[config.mk]
export PLATFORM = sky130hd
export DESIGN_NAME = cdb_arbiter
export DESIGN_NICKNAME = d
export VERILOG_FILES = /design/src/rtl/cdb_arbiter.sv
export SDC_FILE = /design/constraint.sdc
export NUM_CORES = 1
export LEC_CHECK = 0
export ABC_AREA = 0
export CAP_MARGIN = 20
export CORE_MARGIN = 2
export CORE_UTILIZATION = 57
export CTS_CLUSTER_SIZE = 28
export DETAILED_ROUTE_END_ITERATION = 8
export GPL_ROUTABILITY_DRIVEN = 0
export PLACE_DENSITY = 0.84
export SETUP_SLACK_MARGIN = 0.15
export SLEW_MARGIN = 20
export SYNTH_ARGS = -nofsm -noshare
export SYNTH_HDL_FRONTEND = slang
export SYNTH_SLANG_ARGS = --single-unit
[constraint.sdc]
create_clock -name Clock -period 3.98 [get_ports Clock]
set_input_delay 1.194 -clock Clock [delete_from_list [all_inputs] [get_ports Clock]]
set_output_delay 1.194 -clock Clock [all_outputs]
set_load 0.005 [all_outputs]
[src/rtl/cdb_arbiter.sv]
// Common data bus arbiter: two small result FIFOs (add/sub, mul/div) drained
// round-robin, one result per cycle, into a registered broadcast.
module cdb_arbiter #(
  parameter int TAG_W  = 3,
  parameter int DATA_W = 9,
  parameter int DEPTH  = 2
) (
  input  logic              Clock,
  input  logic              Clear,
  input  logic              pushAS,
  input  logic [TAG_W-1:0]  tagAS,
  input  logic [DATA_W-1:0] dataAS,
  output logic              fullAS,
  input  logic              pushMD,
  input  logic [TAG_W-1:0]  tagMD,
  input  logic [DATA_W-1:0] dataMD,
  output logic              fullMD,
  input  logic              cdbHold,
  output logic              cdbValid,
  output logic              cdbSrc,
  output logic [TAG_W-1:0]  cdbTag,
  output logic [DATA_W-1:0] cdbData,
  output logic              idle
);

  localparam int PTR_W = (DEPTH > 1) ? $clog2(DEPTH) : 1;
  localparam int CNT_W = PTR_W + 1;
  localparam int ENT_W = TAG_W + DATA_W;

  typedef enum logic {SRC_AS = 1'b0, SRC_MD = 1'b1} src_t;

  // Index 0 = add/sub queue, index 1 = mul/div queue.
  logic [ENT_W-1:0] mem [2][DEPTH];
  logic [PTR_W-1:0] wr_ptr [2];
  logic [PTR_W-1:0] rd_ptr [2];
  logic [CNT_W-1:0] count  [2];

  logic [1:0]       push_req;
  logic [1:0]       push_ok;
  logic [1:0]       pop;
  logic [ENT_W-1:0] wr_data [2];
  logic [ENT_W-1:0] head    [2];
  logic [ENT_W-1:0] sel_head;
  src_t             last_grant;
  src_t             grant_src;
  logic             grant_valid;

  always_comb begin
    push_req   = {pushMD, pushAS};
    wr_data[0] = {tagAS, dataAS};
    wr_data[1] = {tagMD, dataMD};
    for (int unsigned u = 0; u < 2; u++) begin
      push_ok[u] = push_req[u] && (count[u] != CNT_W'(DEPTH));
      head[u]    = mem[u][rd_ptr[u]];
    end
  end

  // Tie goes to the unit that did not win last; lastGrant resets to MD so AS wins first.
  always_comb begin
    grant_valid = 1'b0;
    grant_src   = SRC_AS;
    if (!cdbHold) begin
      if ((count[0] != '0) && (count[1] != '0)) begin
        grant_valid = 1'b1;
        grant_src   = (last_grant == SRC_AS) ? SRC_MD : SRC_AS;
      end else if (count[0] != '0) begin
        grant_valid = 1'b1;
        grant_src   = SRC_AS;
      end else if (count[1] != '0) begin
        grant_valid = 1'b1;
        grant_src   = SRC_MD;
      end
    end
    pop[0]   = grant_valid && (grant_src == SRC_AS);
    pop[1]   = grant_valid && (grant_src == SRC_MD);
    sel_head = (grant_src == SRC_MD) ? head[1] : head[0];
  end

  always_ff @(posedge Clock) begin
    if (Clear) begin
      for (int unsigned u = 0; u < 2; u++) begin
        wr_ptr[u] <= '0;
        rd_ptr[u] <= '0;
        count[u]  <= '0;
      end
      cdbValid   <= 1'b0;
      cdbSrc     <= 1'b0;
      cdbTag     <= '0;
      cdbData    <= '0;
      last_grant <= SRC_MD;
    end else begin
      for (int unsigned u = 0; u < 2; u++) begin
        if (push_ok[u]) begin
          mem[u][wr_ptr[u]] <= wr_data[u];
          wr_ptr[u]         <= wr_ptr[u] + 1'b1;
        end
        if (pop[u]) begin
          rd_ptr[u] <= rd_ptr[u] + 1'b1;
        end
        count[u] <= count[u] + CNT_W'(push_ok[u]) - CNT_W'(pop[u]);
      end
      cdbValid <= grant_valid;
      if (grant_valid) begin
        {cdbTag, cdbData} <= sel_head;
        cdbSrc            <= grant_src;
        last_grant        <= grant_src;
      end
    end
  end

  assign fullAS = (count[0] == CNT_W'(DEPTH));
  assign fullMD = (count[1] == CNT_W'(DEPTH));
  assign idle   = (count[0] == '0) && (count[1] == '0) && !cdbValid;

endmodule

==> Yosys cells after proc, flatten, opt, wreduce, memory -nomap -nowiden <==
Memory sizes are Yosys's and may differ from the RTL's.
Cells that the tools add are included.
{ "word_totals": {"elab_cells": 94, "mem_count": 4, "reg_bits": 15, "input_bits": 29, "out_inout_bits": 17, "mem_bits_rw": 56} }
{ "op_classes": {"n_eq_ne": 4, "n_bitwise": 11, "mux": 42, "n_addsub": 8, "magnitude_cmp": 6, "n_reduce_logical": 14} }
{ "mem_list": {"columns": ["memory", "words", "word_bits", "rd", "rd_clocked_by_memory_dff", "wr", "line_no", "text"], "rows": [
  ["mem", 2, 24, 2, 0, 2, "33", "logic [ENT_W-1:0] mem [2][DEPTH];"],
  ["count", 2, 2, 2, 0, 2, "36", "logic [CNT_W-1:0] count [2];"],
  ["rd_ptr", 2, 1, 2, 0, 2, "35", "logic [PTR_W-1:0] rd_ptr [2];"],
  ["wr_ptr", 2, 1, 2, 0, 2, "34", "logic [PTR_W-1:0] wr_ptr [2];"]
]} }
{ "op_table": {"columns": ["cell", "n"], "rows": [
  ["$mux 12", 9],
  ["$mux 24", 2],
  ["$mux 1", 27],
  ["$demux 12 s1", 2],
  ["$logic_and 1x1->1", 9],
  ["$ge 2x2->1 const B", 4],
  ["$not 1->2", 4],
  ["$or 1x1->1", 6],
  ["$add 1x1->1 const B", 4],
  ["$add 2x1->2", 2],
  ["$eq 2x2->1 const B", 2],
  ["$logic_not 2->1", 2],
  ["$lt 2x1->1 const B", 2],
  ["$mux 2", 2],
  ["$ne 2x2->1 const B", 2],
  ["$reduce_bool 2->1", 2],
  ["$sub 2x1->2", 2],
  ["$logic_not 1->1", 1],
  ["$not 1->1", 1]
]} }

==> Depth between registers and ports, before layout <==
Gate-level depths: netlist of the first run.
{ "logic_depth": {"depth_word": 11, "depth_mapped": 9, "ltp_nobuf": 9} }

==> Least setup slack after synthesis of the first run <==
No wires, ideal clock.
{ "synth_path": {"path_kind": "input-to-reg", "start": "in Clear", "end": "mem mem[0][0] (netlist name), enable pin", "stages": 3, "n_path_buf": 2, "arrival_ns": 2.540, "setup_slack_ns": 1.041, "t_required_ns": 3.581, "setup_time_ns": 0.399, "cell_sequence": "clkbuf_1 -> clkbuf_1 -> nor3b_1"} }
{ "synth_lines": {"columns": ["item", "line_no", "text"], "rows": [
  ["from (decl)", "9", "input logic Clear,"],
  ["to (decl)", "33", null]
]} }

==> results.toml, run 1 <==
[cells_and_area]
finalNonFillerCells = 314
finish.instance_area_um2 = 3610
drive_gt1_share_pct = 10.5
finalCoreUtilization_pct = 75.9
flow.area_growth_from_synthesis_pct = 27.1
layout.nets = 275
n_antenna_cell = 0

[cts]
clkSlewWorstSetupHoldPaths_ns = 0.08
clock_tree_from_tritoncts = "yes"
cts_max_level = 3
worstSkewPairLatency_ns = 0.34
postCtsSetupBuffers = 0
cts_inserted_buffers = 9
ctsResizeCount = 0
postCtsHoldBufs = 0
clk_root_buffer_cell = "sky130_fd_sc_hd__clkbuf_8"
cts_num_sinks = 71
clk_path_buf_depth = 2

[yosys]
syn_nets = 226
synth_compound_gate_area_share_pct = 9.21
synthesis.yosys.warnings = 0
synth_async_sr_flop_share_pct = 0
yosys.area_share.simple_pct = 7.84
synth_sequential_area_ratio_pct = 68.4
ys_ff_latch = 71
synth-edff-count = 52
dominant_combinational_cell_family_by_area_after_synthesis = "compound AO/OA/AOI/OAI gates"
synth-xor-area-share_pct = 0.925
postSynthAreaPerCell_um2 = 14.7
post_synth_inst_count = 193
mux_cell_area_share_after_synthesis_pct = 8.46
ys.flop_type = "sky130_fd_sc_hd__edfxtp_1"
synth.lib_cells_used.distinct = 33
synthesis.area_um2 = 2840
post_synth_fa_ha_maj_area_fraction_pct = 1.76

[placement]
placed_cells = 298
pre_cts_ws_ns = 0.648
place_hpwl_um = 3480
postPlaceCellArea_um2 = 3340
io_buffer_count = 45

[timing]
finalClockSkew_ns = 0.00454
rsz_0062_raised_after_global_routing = "no"
period_needed_ns = 2.99
final_setup_violation_count = 0
final.period_utilization_pct = 75.1
final.setup.tns_ns = 0
final_hold_violations = 0
achievable_freq_mhz = 335
maxSlewHeadroom_pct = 43.9
final_max_slew_violation_count = 0
tightestPinTransition_ns = 0.836
worst_slack_ns = 0.992

[global_routing]
grt_pass1_vias = 1716
maximum_number_of_pins_on_one_net_before_global_route_repair = 20
global_route.overflow_total = 0
grt_first_pass_wirelength_um = 7880
grt_antenna_before_repair = 0
grt.total_usage_pct = 19.9

[critical_path]
critical_path.n_buffers_inverters = 3
worstSetupStartpointType = "primary input"
crit_fanout = 13
path_cells = "clkdlybuf4s50_1 -> o21ba_2 -> nand2_1 -> inv_1 -> ha_1 -> inv_1 -> ha_1 -> xor2_1 -> and2_1 -> nor3_1"
worstSetupPathType = "in2reg"
gate_family_responsible_for_the_most_delay_along_the_worst_path = "buffers and inverters"
critical-path-slowest-cell = "sky130_fd_sc_hd__clkdlybuf4s50_1"
worstPathArrival_ns = 3.22
worst_ep_required_time_ns = 4.21
setup.reg_to_reg.worst_slack_ns = 1.71
critical_path.endpoint_type = "flip-flop"
max_stage_delay_ns = 0.49

[floorplanning]
die_area_um2 = 5560
io_pins = 46
die_width_um = 74.6
rows = 25
initial_utilization_pct = 59.7
dieHeight_um = 74.6
core-area_um2 = 4750

[route]
drtIter0Drc = 102
wirelength_um = 4910
post_drt_via_cell_ratio = 5.43
routedWlPerCell_um = 15.6
vias = 1706
drtPass1Iterations = 4
drt_drc_violations_left = 0
ant_nets = 0

[outcome]
status = "finished, final reports clean"

[min_path]
worstHoldPathType = "reg2reg"

[pwr]
static-leakage-power_nw = 1.28
power_density_nw_per_um2 = 640
ir_drop_uv = 446

[run]
drv_cap = 0
-- synthesized netlist by cell type, drive strengths merged, types with 2 or more instances --
cell type | count | area [um2]
a211oi | 2 | 15.0
a32o | 12 | 120
buf | 8 | 55.1
clkbuf | 4 | 16.3
dfxtp | 19 | 380
edfxtp | 52 | 1560
ha | 4 | 50.1
inv | 7 | 26.3
mux2i | 24 | 240
nand2b | 5 | 31.3
nand3 | 12 | 60.1
nor2 | 3 | 11.3
nor2b | 4 | 25.0
nor3 | 6 | 35.0
nor3b | 2 | 15.0
o21ai | 14 | 70.1
o21ba | 2 | 20.0
o21bai | 2 | 15.0
xor2 | 2 | 17.5
-- per-layer routing --
layer	routed length (um)	track usage (%)
met1	2140	25.2
met2	2460	31.4
met3	234	7.32
met4	78	8.33
met5	0	0
-- flip-flops by register name, indices dropped and copies added (netlist names) --
register,cells
last_grant,1
wr_ptr,2
cdbData,9
count,4
cdbSrc,1
cdbValid,1
mem,48
cdbTag,3
rd_ptr,2
-- cells by family after synthesis --
group	count (synthesis)
buf+inv	19
fa+ha+maj	4
mux	24
flops	71
simple gates	37
xor+xnor	3
compound gates	35
-- where the power goes --
part | switching [mW] | internal (mW)
logic | 0.256 | 0.296
registers | 0.102 | 0.911
clock network | 0.265 | 0.481
-- cells in the final DEF (no fill, tap or decap), types with 4 or more instances in the layout --
cell type	instances
sky130_fd_sc_hd__edfxtp_1	52
sky130_fd_sc_hd__bufinv_16	4
sky130_fd_sc_hd__buf_4	5
sky130_fd_sc_hd__dfxtp_1	19
sky130_fd_sc_hd__a32o_1	12
sky130_fd_sc_hd__nor2b_1	4
sky130_fd_sc_hd__nor3_1	5
sky130_fd_sc_hd__mux2i_1	24
sky130_fd_sc_hd__nand3_1	12
sky130_fd_sc_hd__clkdlybuf4s50_1	45
sky130_fd_sc_hd__inv_1	7
sky130_fd_sc_hd__ha_1	4
sky130_fd_sc_hd__clkbuf_8	9
sky130_fd_sc_hd__o21ai_0	13
sky130_fd_sc_hd__nand2b_1	5
-- final timing paths --
| check | cells after the start | start | endpoint |
|---|---|---|---|
| worst min register to register | 1 | cdbTag[0]$_SDFFE_PP0P_ | cdbTag[0]$_SDFFE_PP0P_ |
| worst max register to register | 9 | count[0][1]$_SDFF_PP0_ | count[0][3]$_SDFF_PP0_ |
| worst min-delay path | 1 | cdbTag[0]$_SDFFE_PP0P_ | cdbTag[0]$_SDFFE_PP0P_ |
| worst max-delay path | 10 | cdbHold | count[0][3]$_SDFF_PP0_ |
-- per-stage QoR --
step / hold slack [ns] / power, mW
4_1_cts: 0.480 / 2.33
3_5_place_dp: 0.462 / 1.58
2_1_floorplan: 0.455 / 1.37
5_1_grt: 0.507 / 2.43
6_report: 0.480 / 2.31
3_3_place_gp: 0.464 / 1.57
-- final cells by class --
| type | count | area [um2] |
|---|---|---|
| Clock inverter | 7 | 145 |
| Inverter | 7 | 26.3 |
| Fill cell | 328 | 1140 |
| Tap cell | 67 | 83.8 |
| Clock buffer | 9 | 124 |
| Timing Repair Buffer | 50 | 488 |
| Sequential cell | 71 | 1940 |
| Multi-Input combinational cell | 103 | 801 |
Note: power is estimated with default switching activity, not from simulation.
==> run 2, diff against run 1 <==
- CORE_UTILIZATION: 57 -> 52
- PLACE_DENSITY: 0.84 -> 0.78
- clock period: 3.98 -> 2.9 ns (I/O delays scaled with it)
==> results.toml, run 2 (synthesis gave the netlist of run 1 again) <==
[outcome]
status = "finished, final reports clean"

[cells_and_area]
multi_input_comb_area_um2 = 801
sequential_cell_area_um2 = 1940
flow.area_growth_from_synthesis_pct = 25.9
n_antenna_cell = 0
layout.nets = 279
fill_cells = 387
layout.cells.most_common = "sky130_fd_sc_hd__edfxtp_1"
drive_gt1_share_pct = 11.2
finish.instance_area_um2 = 3580
largest_register_ffs = 48
finalNonFillerCells = 321
layout_common_cells = "sky130_fd_sc_hd__edfxtp_1 (52), sky130_fd_sc_hd__clkdlybuf4s50_1 (45), sky130_fd_sc_hd__mux2i_1 (24)"

[placement]
place_hpwl_um = 3580
io_buffer_count = 45
placed_cells = 305
pre_cts_ws_ns = 0.143
postPlaceCellArea_um2 = 3370

[timing]
rsz_0062_raised_after_global_routing = "no"
final_hold_violations = 0
tightestPinTransition_ns = 0.717
worst_slack_ns = 0.295
finalClockSkew_ns = 0.00685
final.period_utilization_pct = 89.8
final_max_slew_violation_count = 0
final_setup_violation_count = 0
final.setup.tns_ns = 0
maxSlewHeadroom_pct = 52.2
achievable_freq_mhz = 384
period_needed_ns = 2.60

[floorplanning]
initial_utilization_pct = 54.6
die_area_um2 = 6070
io_pins = 46
dieHeight_um = 77.9
core-area_um2 = 5200
rows = 26
die_width_um = 77.9

[min_path]
min_delay_path_depth = 1
worstHoldPathType = "reg2reg"

[run]
drv_cap = 0

[critical_path]
crit_fanout = 5
worstPathArrival_ns = 1.73
critical_path.endpoint_type = "output port"
r2r_cells = 10
worstSetupStartpointType = "flip-flop"
worstSetupPathType = "reg2out"
worst_ep_required_time_ns = 2.03

[cts]
cts_num_sinks = 71
clk_path_buf_depth = 2
clock_tree_from_tritoncts = "yes"
clk_root_buffer_cell = "sky130_fd_sc_hd__clkbuf_8"
cts_max_level = 3
clkSlewWorstSetupHoldPaths_ns = 0.07
postCtsSetupBuffers = 0
worstSkewPairLatency_ns = 0.33
cts_inserted_buffers = 9
postCtsHoldBufs = 0
ctsResizeCount = 0

[route]
drtPass1Iterations = 4
maxUsedRoutingLayer = "met4"
wirelength_um = 5030
ant_nets = 0
detail_route.wirelength.met1_um = 2320
routedWlPerCell_um = 15.7
wl_met2_um = 2400
drt_drc_violations_left = 0
vias = 1690
drtIter0Drc = 119
dr_wl_met3_um = 229
post_drt_via_cell_ratio = 5.26

[global_routing]
global_route.overflow_total = 0
maximum_number_of_pins_on_one_net_before_global_route_repair = 15
grt_antenna_before_repair = 0
grt_first_pass_wirelength_um = 8200
grt.total_usage_pct = 18.5
grt_pass1_vias = 1660

[pwr]
ir_drop_uv = 407
power_density_nw_per_um2 = 830
total_power_mw = 2.97
static-leakage-power_nw = 1.27
==> run 2: stage by stage <==
step                hold WS (ns)  util (%)
finish                     0.476      68.7
global route               0.506      68.7
CTS                        0.484      68.7
detailed placement         0.467      64.8
global placement           0.456      64.8
floorplan                  0.455         -
==> run 2: worst max-delay path, cell delays in order, from the launching register on <==
cell	delay [ns]
sky130_fd_sc_hd__dfxtp_1	0.37
sky130_fd_sc_hd__nor4_4	0.38
sky130_fd_sc_hd__nor2b_1	0.17
sky130_fd_sc_hd__clkdlybuf4s50_1	0.50
==> run 2: final timing paths <==
kind / start / to / slack (ns)
setup reg to reg: count[0][1]$_SDFF_PP0_ / count[0][3]$_SDFF_PP0_ / 0.88
hold / removal: cdbData[5]$_SDFFE_PP0P_ / cdbData[5]$_SDFFE_PP0P_ / 0.48
hold reg to reg: cdbData[5]$_SDFFE_PP0P_ / cdbData[5]$_SDFFE_PP0P_ / 0.48
setup / recovery: count[0][2]$_SDFF_PP0_ / idle / 0.30
==> run 2: metal layers <==
metal / GRT usage (%) / vias up
met3: 4.88 / 7
met1: 24.9 / 794
li1: - / 842
met2: 27.8 / 47
met4: 9.30 / 0
met5: 0 / -
==> run 2: layout make-up <==
| cell class | count | area share [%] |
|---|---|---|
| Clock buffer | 13 | 4.44 |
| Inverter | 7 | 0.735 |
| Sequential cell | 71 | 54.3 |
| Timing Repair Buffer | 54 | 14.5 |
| Tap cell | 70 | 2.45 |
| Clock inverter | 3 | 1.19 |
| Multi-Input combinational cell | 103 | 22.4 |
==> run 2: power by group <==
part | internal (mW) | switching [mW] | total, mW
sequential | 1.25 | 0.143 | 1.39
combinational | 0.428 | 0.367 | 0.795
clock | 0.444 | 0.334 | 0.778
==> run 3, diff against run 2 <==
- SETUP_SLACK_MARGIN: 0.15 -> unset
- SKIP_LAST_GASP: unset -> 1
==> results of run 3 <==
The final DEF is identical to that of run 2; final timing and power are the same.
